**src/rtl/mem_lsu.sv**
```systemverilog
// mem_lsu: RV32 load/store unit with a four-state FSM driving a single-port RAM.
// Ports: clk/reset_n; core req_i/we_i/funct3_i/addr_i/wdata_i -> ready_o/done_o/fault_o/rdata_o;
// RAM ram_en_o/ram_addr_o/ram_wdata_o/ram_wr_mask_o <- ram_rdata_i (one-cycle read latency).
module mem_lsu (
  input  logic        clk,
  input  logic        reset_n,
  input  logic        req_i,
  input  logic        we_i,
  input  logic [2:0]  funct3_i,
  input  logic [31:0] addr_i,
  input  logic [31:0] wdata_i,
  output logic        ready_o,
  output logic        done_o,
  output logic        fault_o,
  output logic [31:0] rdata_o,
  output logic        ram_en_o,
  output logic [31:0] ram_addr_o,
  output logic [31:0] ram_wdata_o,
  output logic [3:0]  ram_wr_mask_o,
  input  logic [31:0] ram_rdata_i
);

  typedef enum logic [1:0] {
    IDLE,
    ACCESS,
    LOAD_WAIT,
    DONE
  } state_t;

  state_t      state_q;
  logic        ready_q;
  logic        done_q;
  logic        fault_q;
  logic        we_q;
  logic [2:0]  f3_q;
  logic [1:0]  off_q;
  logic [31:0] rdata_q;
  logic        ram_en_q;
  logic [31:0] ram_addr_q;
  logic [31:0] ram_wdata_q;
  logic [3:0]  ram_mask_q;

  logic        unsup_d;
  logic        fault_d;
  logic [3:0]  mask_d;
  logic [31:0] lane_d;
  logic [7:0]  byte_d;
  logic [15:0] half_d;
  logic [31:0] load_d;

  // Request classification on the incoming (not yet latched) request.
  always_comb begin
    unsup_d = 1'b0;
    if (we_i) begin
      unsup_d = (funct3_i > 3'd2);
    end else begin
      unsup_d = (funct3_i == 3'd3) || (funct3_i[2:1] == 2'b11);
    end
    fault_d = unsup_d
            || ((funct3_i[1:0] == 2'b01) && addr_i[0])
            || ((funct3_i[1:0] == 2'b10) && (addr_i[1:0] != 2'b00));
  end

  // Store lanes: data replicated across the word, mask picks the lane.
  always_comb begin
    mask_d = 4'b1111;
    lane_d = wdata_i;
    case (funct3_i[1:0])
      2'b00: begin
        mask_d = 4'b0001 << addr_i[1:0];
        lane_d = {4{wdata_i[7:0]}};
      end
      2'b01: begin
        mask_d = addr_i[1] ? 4'b1100 : 4'b0011;
        lane_d = {2{wdata_i[15:0]}};
      end
      default: begin
        mask_d = 4'b1111;
        lane_d = wdata_i;
      end
    endcase
  end

  // Load extraction from the RAM word returned during LOAD_WAIT.
  always_comb begin
    byte_d = ram_rdata_i[7:0];
    case (off_q)
      2'd0: byte_d = ram_rdata_i[7:0];
      2'd1: byte_d = ram_rdata_i[15:8];
      2'd2: byte_d = ram_rdata_i[23:16];
      default: byte_d = ram_rdata_i[31:24];
    endcase
    half_d = off_q[1] ? ram_rdata_i[31:16] : ram_rdata_i[15:0];
    load_d = ram_rdata_i;
    case (f3_q)
      3'b000: load_d = {{24{byte_d[7]}}, byte_d};
      3'b001: load_d = {{16{half_d[15]}}, half_d};
      3'b100: load_d = {24'h0, byte_d};
      3'b101: load_d = {16'h0, half_d};
      default: load_d = ram_rdata_i;
    endcase
  end

  always_ff @(posedge clk) begin
    if (!reset_n) begin
      state_q     <= IDLE;
      ready_q     <= 1'b1;
      done_q      <= 1'b0;
      fault_q     <= 1'b0;
      we_q        <= 1'b0;
      f3_q        <= 3'b000;
      off_q       <= 2'b00;
      rdata_q     <= 32'h0;
      ram_en_q    <= 1'b0;
      ram_addr_q  <= 32'h0;
      ram_wdata_q <= 32'h0;
      ram_mask_q  <= 4'b0000;
    end else begin
      done_q  <= 1'b0;
      fault_q <= 1'b0;
      case (state_q)
        IDLE: begin
          if (req_i) begin
            ready_q <= 1'b0;
            we_q    <= we_i;
            f3_q    <= funct3_i;
            off_q   <= addr_i[1:0];
            if (fault_d) begin
              state_q <= DONE;
              done_q  <= 1'b1;
              fault_q <= 1'b1;
            end else begin
              state_q     <= ACCESS;
              ram_en_q    <= 1'b1;
              ram_addr_q  <= {addr_i[31:2], 2'b00};
              ram_wdata_q <= we_i ? lane_d : 32'h0;
              ram_mask_q  <= we_i ? mask_d : 4'b0000;
            end
          end
        end
        ACCESS: begin
          ram_en_q    <= 1'b0;
          ram_addr_q  <= 32'h0;
          ram_wdata_q <= 32'h0;
          ram_mask_q  <= 4'b0000;
          if (we_q) begin
            state_q <= DONE;
            done_q  <= 1'b1;
          end else begin
            state_q <= LOAD_WAIT;
          end
        end
        LOAD_WAIT: begin
          rdata_q <= load_d;
          state_q <= DONE;
          done_q  <= 1'b1;
        end
        default: begin
          state_q <= IDLE;
          ready_q <= 1'b1;
        end
      endcase
    end
  end

  assign ready_o       = ready_q;
  assign done_o        = done_q;
  assign fault_o       = fault_q;
  assign rdata_o       = rdata_q;
  // Gate the RAM strobes with reset itself so an aborted access cannot write.
  assign ram_en_o      = ram_en_q & reset_n;
  assign ram_wr_mask_o = reset_n ? ram_mask_q : 4'b0000;
  assign ram_addr_o    = ram_addr_q;
  assign ram_wdata_o   = ram_wdata_q;

endmodule

```
**config.mk**
```make
export PLATFORM = sky130hd
export DESIGN_NAME = mem_lsu
export DESIGN_NICKNAME = d
export VERILOG_FILES = /design/src/rtl/mem_lsu.sv
export SDC_FILE = /design/constraint.sdc
export NUM_CORES = 1
export LEC_CHECK = 0
export BUFFER_PORTS_ARGS = -buffer_cell sky130_fd_sc_hd__buf_2
export CORE_UTILIZATION = 55
export CTS_BUF_LIST = sky130_fd_sc_hd__clkbuf_8
export CTS_CLUSTER_SIZE = 30
export DETAILED_ROUTE_END_ITERATION = 7
export HOLD_SLACK_MARGIN = 0.1
export MAX_ROUTING_LAYER = met4
export PLACE_DENSITY = 0.94
export SYNTH_ARGS = -nofsm -noshare
export SYNTH_HDL_FRONTEND = slang
export SYNTH_SLANG_ARGS = --single-unit
```
**constraint.sdc**
```tcl
create_clock -name clk -period 3.3 [get_ports clk]
set_input_delay 0 -clock clk [delete_from_list [all_inputs] [get_ports clk]]
set_output_delay 0 -clock clk [all_outputs]
set_load 0.05 [all_outputs]
```
==> results of run 1 <==
-- cell type report --
cell class | instances | area share [%]
Antenna cell | 1 | 0.0321
Clock buffer | 10 | 1.77
Clock inverter | 6 | 0.804
Inverter | 13 | 0.627
Multi-Input combinational cell | 456 | 39.1
Sequential cell | 110 | 28.3
Tap cell | 133 | 2.14
Timing Repair Buffer | 315 | 27.3
-- worst paths after layout --
check                    end  cells after the start
max          ram_wdata_o[28]                      7
min               rdata_o[7]                      4
max reg2reg  ram_wdata_o[28]                      7
min reg2reg             we_q                      2
-- layout by cell type (no fill, tap or decap), types with 17 or more instances in the layout --
cell	n
buf_2	204
o21ai_0	34
o31a_1	17
mux2_2	25
dfxtp_1	110
nand2b_1	18
mux2i_1	73
nand3_1	63
dlygate4sd3_1	102
nand2_1	99
-- routing by layer --
layer  up-vias  wire [um]  global-route usage (%)
met1      2890       7030                    41.4
met2       408      10100                    63.9
li1       2810          -                       -
met3       100       1880                    11.1
met5         -          0                       -
met4         0       1010                    22.7
-- cells in the mapped netlist (all sizes together) --
cell type and n:
o22ai 7, mux2i 73, ha 4, mux2 25
nand3b 3, nand2b 19, o221ai 1, or3 2
conb 1, nor4 7, a21boi 1, nor2b 6
or2 1, nand2 99, a211oi 2, o21a 8
o21ai 35, o21bai 1, a311oi 1, and2 8
inv 13, o211ai 11, a21o 1, a41oi 1
a21oi 9, mux4 1, o31a 17, and3b 1
dfxtp 110, nand4b 1, a221oi 9, a311o 1
nand3 63, a31oi 16, nor3b 8, clkbuf 50
o2111ai 1, nor2 8, nand4 1, a22o 1
buf 16, or3b 1
-- repair_timing --
| action | CTS | global route |
|---|---|---|
| setup endpoints to repair | 0 | 0 |
| hold endpoints to repair | 104 | 0 |
| hold buffers | 102 | 0 |
-- registers in the layout, indices dropped and copies added, names as in the netlist --
name and flops:
state_q 2, ram_wdata_o 32, f3_q 3, ram_en_q 1, off_q 2, rdata_o 32, ram_addr_o 30, done_o 1
fault_o 1, we_q 1, ready_o 1, ram_mask_q 4
-- cells by family after synthesis --
kind of cell             Yosys count  synth area share, %
AO/OA/AOI/OAI                    123                 14.9
other                              1               0.0674
AND/OR/NAND/NOR                  228                 19.8
flip-flops                       110                 39.6
buffers and inverters             79                 6.08
multiplexers                      99                 18.6
adder cells (fa/ha/maj)            4                0.900
-- where the power goes --
group / switching (mW) / internal [mW] / leakage [nW]
Combinational: 1.60 / 0.707 / 2.76
Sequential: 0.175 / 1.57 / 0.895
Clock: 0.497 / 0.316 / 0.102
-- worst max-delay path: stages (launching register included) --
cell and delay (ps):
dfxtp_1 410, inv_1 80, ha_1 280, and3b_1 590, buf_4 340, o211ai_1 120
dlygate4sd3_1 600, mux2i_1 140
-- through the flow --
| step | instance area (sq um) | total power, mW | setup slack (ps) | util (%) |
|---|---|---|---|---|
| after floorplan | 5560 | 3.40 | 1420 | - |
| after global placement | 6560 | 3.85 | 1190 | 67.1 |
| after detailed placement | 6560 | 3.89 | 1140 | 67.1 |
| after CTS | 7780 | 4.78 | 803 | 79.6 |
| after global routing | 7780 | 5.11 | 552 | 79.6 |
| final | 7780 | 4.87 | 671 | 79.6 |
==> summary.txt, run 1 <==
Yosys
  – Post-Synthesis Cells: 644
  – Synth Cell Area: 5560 sq um
  – Synth warn: 0
  – Register bit total from synthesis: 110
  – Synth unique cells: 47
  – Top cells by area, synth: dfxtp_1 40%, mux2i_1 13%, nand2_1 6.7%
  – Area leader, netlist: dfxtp_1
  – Post-synthesis sequential area ratio: 39.6%
  – Share of the synthesized area in the top cell type: 39.6%
  – Syn Area/Cell: 8.63 sq um

Worst hold path
  – Hold path startpoint: ram_rdata_i[7]
  – Hold Path Class: in2reg

GRT
  – Largest net degree at the start of global routing: 68
  – First-pass GRT wire length: 30500 um
  – Vias in the first global route: 6184
  – Tot GR Track Use: 38.7%
  – Initial antenna violation count: 1
  – GRT Residual Overflow: 0

Route
  – Total Wirelength: 20000 um
  – Final ANT Viol Nets: 0
  – Vias/cell: 5.95
  – DRC: 0
  – Routed length per instance: 19.2 um
  – DRT iter0 DRCs: 364
  – Via count: 6208
  – First drt pass iteration count: 5

Worst setup path
  – Reg-to-Reg Start: state_q[1]
  – Worst EP arrival: 2910 ps
  – R2R setup slack: 670 ps
  – Critical path launch point: state_q[1]
  – CP required: 3580 ps
  – Crit end category: register
  – CP max FO: 18
  – Setup Crit Path Kind: reg2reg
  – CP startpoint kind: register

Place
  – PortBufs: 204
  – DP HPWL: 11200 um
  – Cell total after placement: 925
  – Routability-driven placement congestion ratio: 0.870

Layout
  – Multi-input logic area: 3040 sq um
  – Post-Layout Cell Count: 1044
  – Flip-flop and latch area: 2200 sq um
  – Share of layout cells above drive strength 1: 28.8%
  – Layout net count: 1012
  – Layout filler cell count: 583
  – Synth-to-layout area growth: 40.0%

Clock network
  – CTS buffer count: 9
  – Root Buffer: clkbuf_8
  – Clock Tree Buf Depth: 2
  – Post_cts resized: 0
  – Clock sink count: 110
  – Clock-pin slew on the worst setup and hold paths: 110 ps
  – TritonCTS clock tree: yes
  – CTS H-Tree Depth: 3
  – Worst-Skew Late Latency: 370 ps
  – Setup Fix Bufs, Post-CTS: 0

Timing
  – Relative slew margins: 37.0%
  – Tightest Pin Transition: 944 ps
  – RSZ-0062 raised after global routing: no
  – Final setup TNS: 0 ps
  – Layout Skew: 20.7 ps
  – Final Hold Fails: 0
  – Maximum clock rate: 0.380 GHz
  – Tcrit/Tclk final: 79.7%
  – Final Max Tran Viols: 0
  – Period minus WS final: 2630 ps
  – Final setup violation count: 0
  – Hold Slack: 138 ps

Floorplanning
  – Die Wd: 103 um
  – Cell Rows: 36
  – Initial Util: 56.9%
  – Die area: 10500 sq um
  – Top Ports: 207
  – Die height: 103 um
  – CORE AREA: 9770 sq um

Outcome
  – Status: finished, final reports clean

Power
  – Power Density: 625 nW/um^2
  – Leak: 3.76 nW
  – Maximum vdd drop: 0.399 mV

Job
  – Max-cap violation count: 0
Power figures use the tool's default switching activity.
==> run 2, diff against run 1 <==
--- a/config.mk
+++ b/config.mk
@@ -6,13 +6,13 @@
 export NUM_CORES = 1
 export LEC_CHECK = 0
 export BUFFER_PORTS_ARGS = -buffer_cell sky130_fd_sc_hd__buf_2
-export CORE_UTILIZATION = 55
+export CORE_UTILIZATION = 51
 export CTS_BUF_LIST = sky130_fd_sc_hd__clkbuf_8
 export CTS_CLUSTER_SIZE = 30
 export DETAILED_ROUTE_END_ITERATION = 7
 export HOLD_SLACK_MARGIN = 0.1
 export MAX_ROUTING_LAYER = met4
-export PLACE_DENSITY = 0.94
+export PLACE_DENSITY = 0.88
 export SYNTH_ARGS = -nofsm -noshare
 export SYNTH_HDL_FRONTEND = slang
 export SYNTH_SLANG_ARGS = --single-unit
==> constraint.sdc (replaced) <==
create_clock -name clk -period 2.75 [get_ports clk]
set_input_delay 0 -clock clk [delete_from_list [all_inputs] [get_ports clk]]
set_output_delay 0 -clock clk [all_outputs]
set_load 0.05 [all_outputs]
==> summary.txt, run 2 (same netlist as run 1, synthesis figures left out) <==
Worst setup path
  – Stages on the worst setup path: 5 (-2)
  – Reg-to-Reg Start: state_q[0]
  – CP max FO: 24 (+6)
  – CP max stage cell: dlygate4sd3_1
  – Buf/Inv on CP: 2 (-1)
  – Worst R2R Path Depth: 5 (-2)
  – Crit-path cells: inv_1 -> ha_2 -> nor2b_1 -> a221oi_1 -> dlygate4sd3_1
  – Setup Crit Path Kind: reg2reg
  – Critical path launch point: state_q[0]
  – CP startpoint kind: register
  – Worst EP arrival: 2600 ps (-310 ps)
  – R2R setup slack: 420 ps (-250 ps)
  – CP peak stage delay: 590 ps (about the same)
  – Crit path max-delay family: buffers and inverters
  – Crit end category: register
  – CP required: 3020 ps (-560 ps)

Job
  – Max-cap violation count: 0 (unchanged)

Power
  – Leak: 3.78 nW (+0.61%)
  – Int Power: 3.08 mW (+19%)
  – Power Density: 734 nW/um^2 (+17%)
  – Sw Share: 46.4% (-0.42 points)
  – Combinational Power Share: 48.9% (+1.4 points)
  – Total power: 5.74 mW (+18%)
  – Net Sw Power: 2.66 mW (+17%)
  – Sequential share of power: 36.0% (+0.2 points)
  – Maximum vdd drop: 0.645 mV (+62%)
  – Clock network fraction of total power: 15.1% (-1.6 points)

Worst hold path
  – Hold Path Class: in2reg
  – Worst hold stages: 4 (unchanged)
  – Hold path startpoint: ram_rdata_i[7]

Timing
  – Hold Slack: 129 ps (-8.93 ps)
  – Tightest Pin Transition: 933 ps (-10.9 ps)
  – Final setup TNS: 0 ps (unchanged)
  – Final setup violation count: 0 (unchanged)
  – RSZ-0062 raised after global routing: no
  – Period minus WS final: 2330 ps (-297 ps)
  – Layout Skew: 19.7 ps (-1.01 ps)
  – Final Hold Fails: 0 (unchanged)
  – Final Max Tran Viols: 0 (unchanged)
  – Maximum clock rate: 0.429 GHz (+13%)
  – Relative slew margins: 37.7% (+0.73 points)
  – Tcrit/Tclk final: 84.8% (+5.1 points)

Layout
  – Post-Layout Cell Count: 1053 (+0.86%)
  – Layout filler cell count: 693 (+19%)
  – Share of layout cells above drive strength 1: 28.9% (+0.14 points)
  – Leading cell type in the layout, fill and taps excluded: buf_2
  – Post-route cell area: 7830 sq um (+0.53%)
  – Layout net count: 1018 (+0.59%)
  – Synth-to-layout area growth: 40.8%
  – Multi-input logic area: 3040 sq um (unchanged)
  – Flip-flop and latch area: 2200 sq um (unchanged)
  – Most frequent cells in the layout: 204 x buf_2, 110 x dfxtp_1, 103 x dlygate4sd3_1

GRT
  – GRT Residual Overflow: 0 (unchanged)
  – Initial antenna violation count: 1 (unchanged)
  – First-pass GRT wire length: 30200 um (-0.97%)
  – Tot GR Track Use: 34.6% (-4.2 points)
  – Largest net degree at the start of global routing: 51 (-25%)
  – Vias in the first global route: 6134 (-0.81%)

Floorplanning
  – Die height: 106 um (+3.8%)
  – Cell Rows: 37 (+2.8%)
  – Initial Util: 53.1% (-3.7 points)
  – Die Wd: 106 um (+3.8%)
  – Top Ports: 207 (unchanged)
  – Die area: 11300 sq um (+7.7%)
  – CORE AREA: 10500 sq um (+7.0%)

Place
  – Post-Place Cell Area: 6630 sq um (+1.0%)
  – Cell total after placement: 933 (+0.86%)
  – DP HPWL: 11100 um (-0.73%)
  – Routability-driven placement congestion ratio: 0.936 (+7.5%)
  – PortBufs: 204 (unchanged)

Clock network
  – Worst-Skew Late Latency: 370 ps (about the same)
  – TritonCTS clock tree: yes
  – Clock Tree Buf Depth: 2 (unchanged)
  – Root Buffer: clkbuf_8
  – Clock sink count: 110 (unchanged)
  – Setup Fix Bufs, Post-CTS: 0 (unchanged)
  – CTS buffer count: 9 (unchanged)
  – Clock-pin slew on the worst setup and hold paths: 110 ps (about the same)
  – CTS H-Tree Depth: 3 (unchanged)

Route
  – Via count: 6124 (-1.4%)
  – Total Wirelength: 19200 um (-4.0%)
  – Routed length per instance: 18.3 um (-4.8%)
  – First drt pass iteration count: 7 (+2)
  – DRT iter0 DRCs: 591 (+62%)
  – Vias/cell: 5.82 (-2.2%)
  – DRC: 0 (unchanged)
  – Final ANT Viol Nets: 0 (unchanged)

Outcome
  – Status: finished, final reports clean
## run 2: changes by cell type in the layout (fill, tap and decap cells not counted), sizes merged
cell         before  now
buf             213  218
clkinvlp          0    2
clkbuf           10    9
clkinv            3    2
dlygate4sd3     102  103
## run 2: repair_timing
item,CTS,global route
hold buffers,103,0
gates resized for setup,0,0
endpoints found under the hold margin,101,0
setup endpoints to repair,0,0
## run 2: worst paths after layout
path / end
worst max register to register: rdata_o[6]
worst max-delay path: rdata_o[6]
worst min register to register: we_q
worst min-delay path: rdata_o[7]
## run 2: worst min-delay path: stages
cell and delay, ps:
buf_2 120, nand3b_1 80, a41oi_1 110, a21o_1 150
## run 2: cell type report
class	count	share of cell area [%]
Multi-Input combinational cell	456	38.9
Sequential cell	110	28.1
Timing Repair Buffer	321	28.0
Tap cell	136	2.17
Clock buffer	9	1.58
Inverter	13	0.624
Clock inverter	7	0.528
Antenna cell	1	0.0320
## run 2: per-stage QoR
| step | util [%] | setup slack [ps] |
|---|---|---|
| after detailed placement | 63.3 | 799 |
| after global routing | 74.8 | 324 |
| after CTS | 74.8 | 491 |
| after global placement | 63.3 | 853 |
| final | 74.8 | 417 |
| after floorplan | - | 865 |
## run 2: power groups by stage
stage          logic (mW)  clock network [mW]  registers, mW
2_1_floorplan        1.17                   0           2.91
3_3_place_gp         2.57                   0           2.08
3_5_place_dp         2.60                   0           2.09
4_1_cts              2.72               0.885           2.05
5_1_grt              2.97               0.937           2.09
6_report             2.81               0.868           2.07
## run 2: layer usage
| layer | track usage [%] | share of wire [%] |
|---|---|---|
| met1 | 37.6 | 37 |
| met2 | 59.8 | 50 |
| met3 | 6.56 | 7.9 |
| met4 | 18.0 | 5.0 |
| met5 | - | 0 |
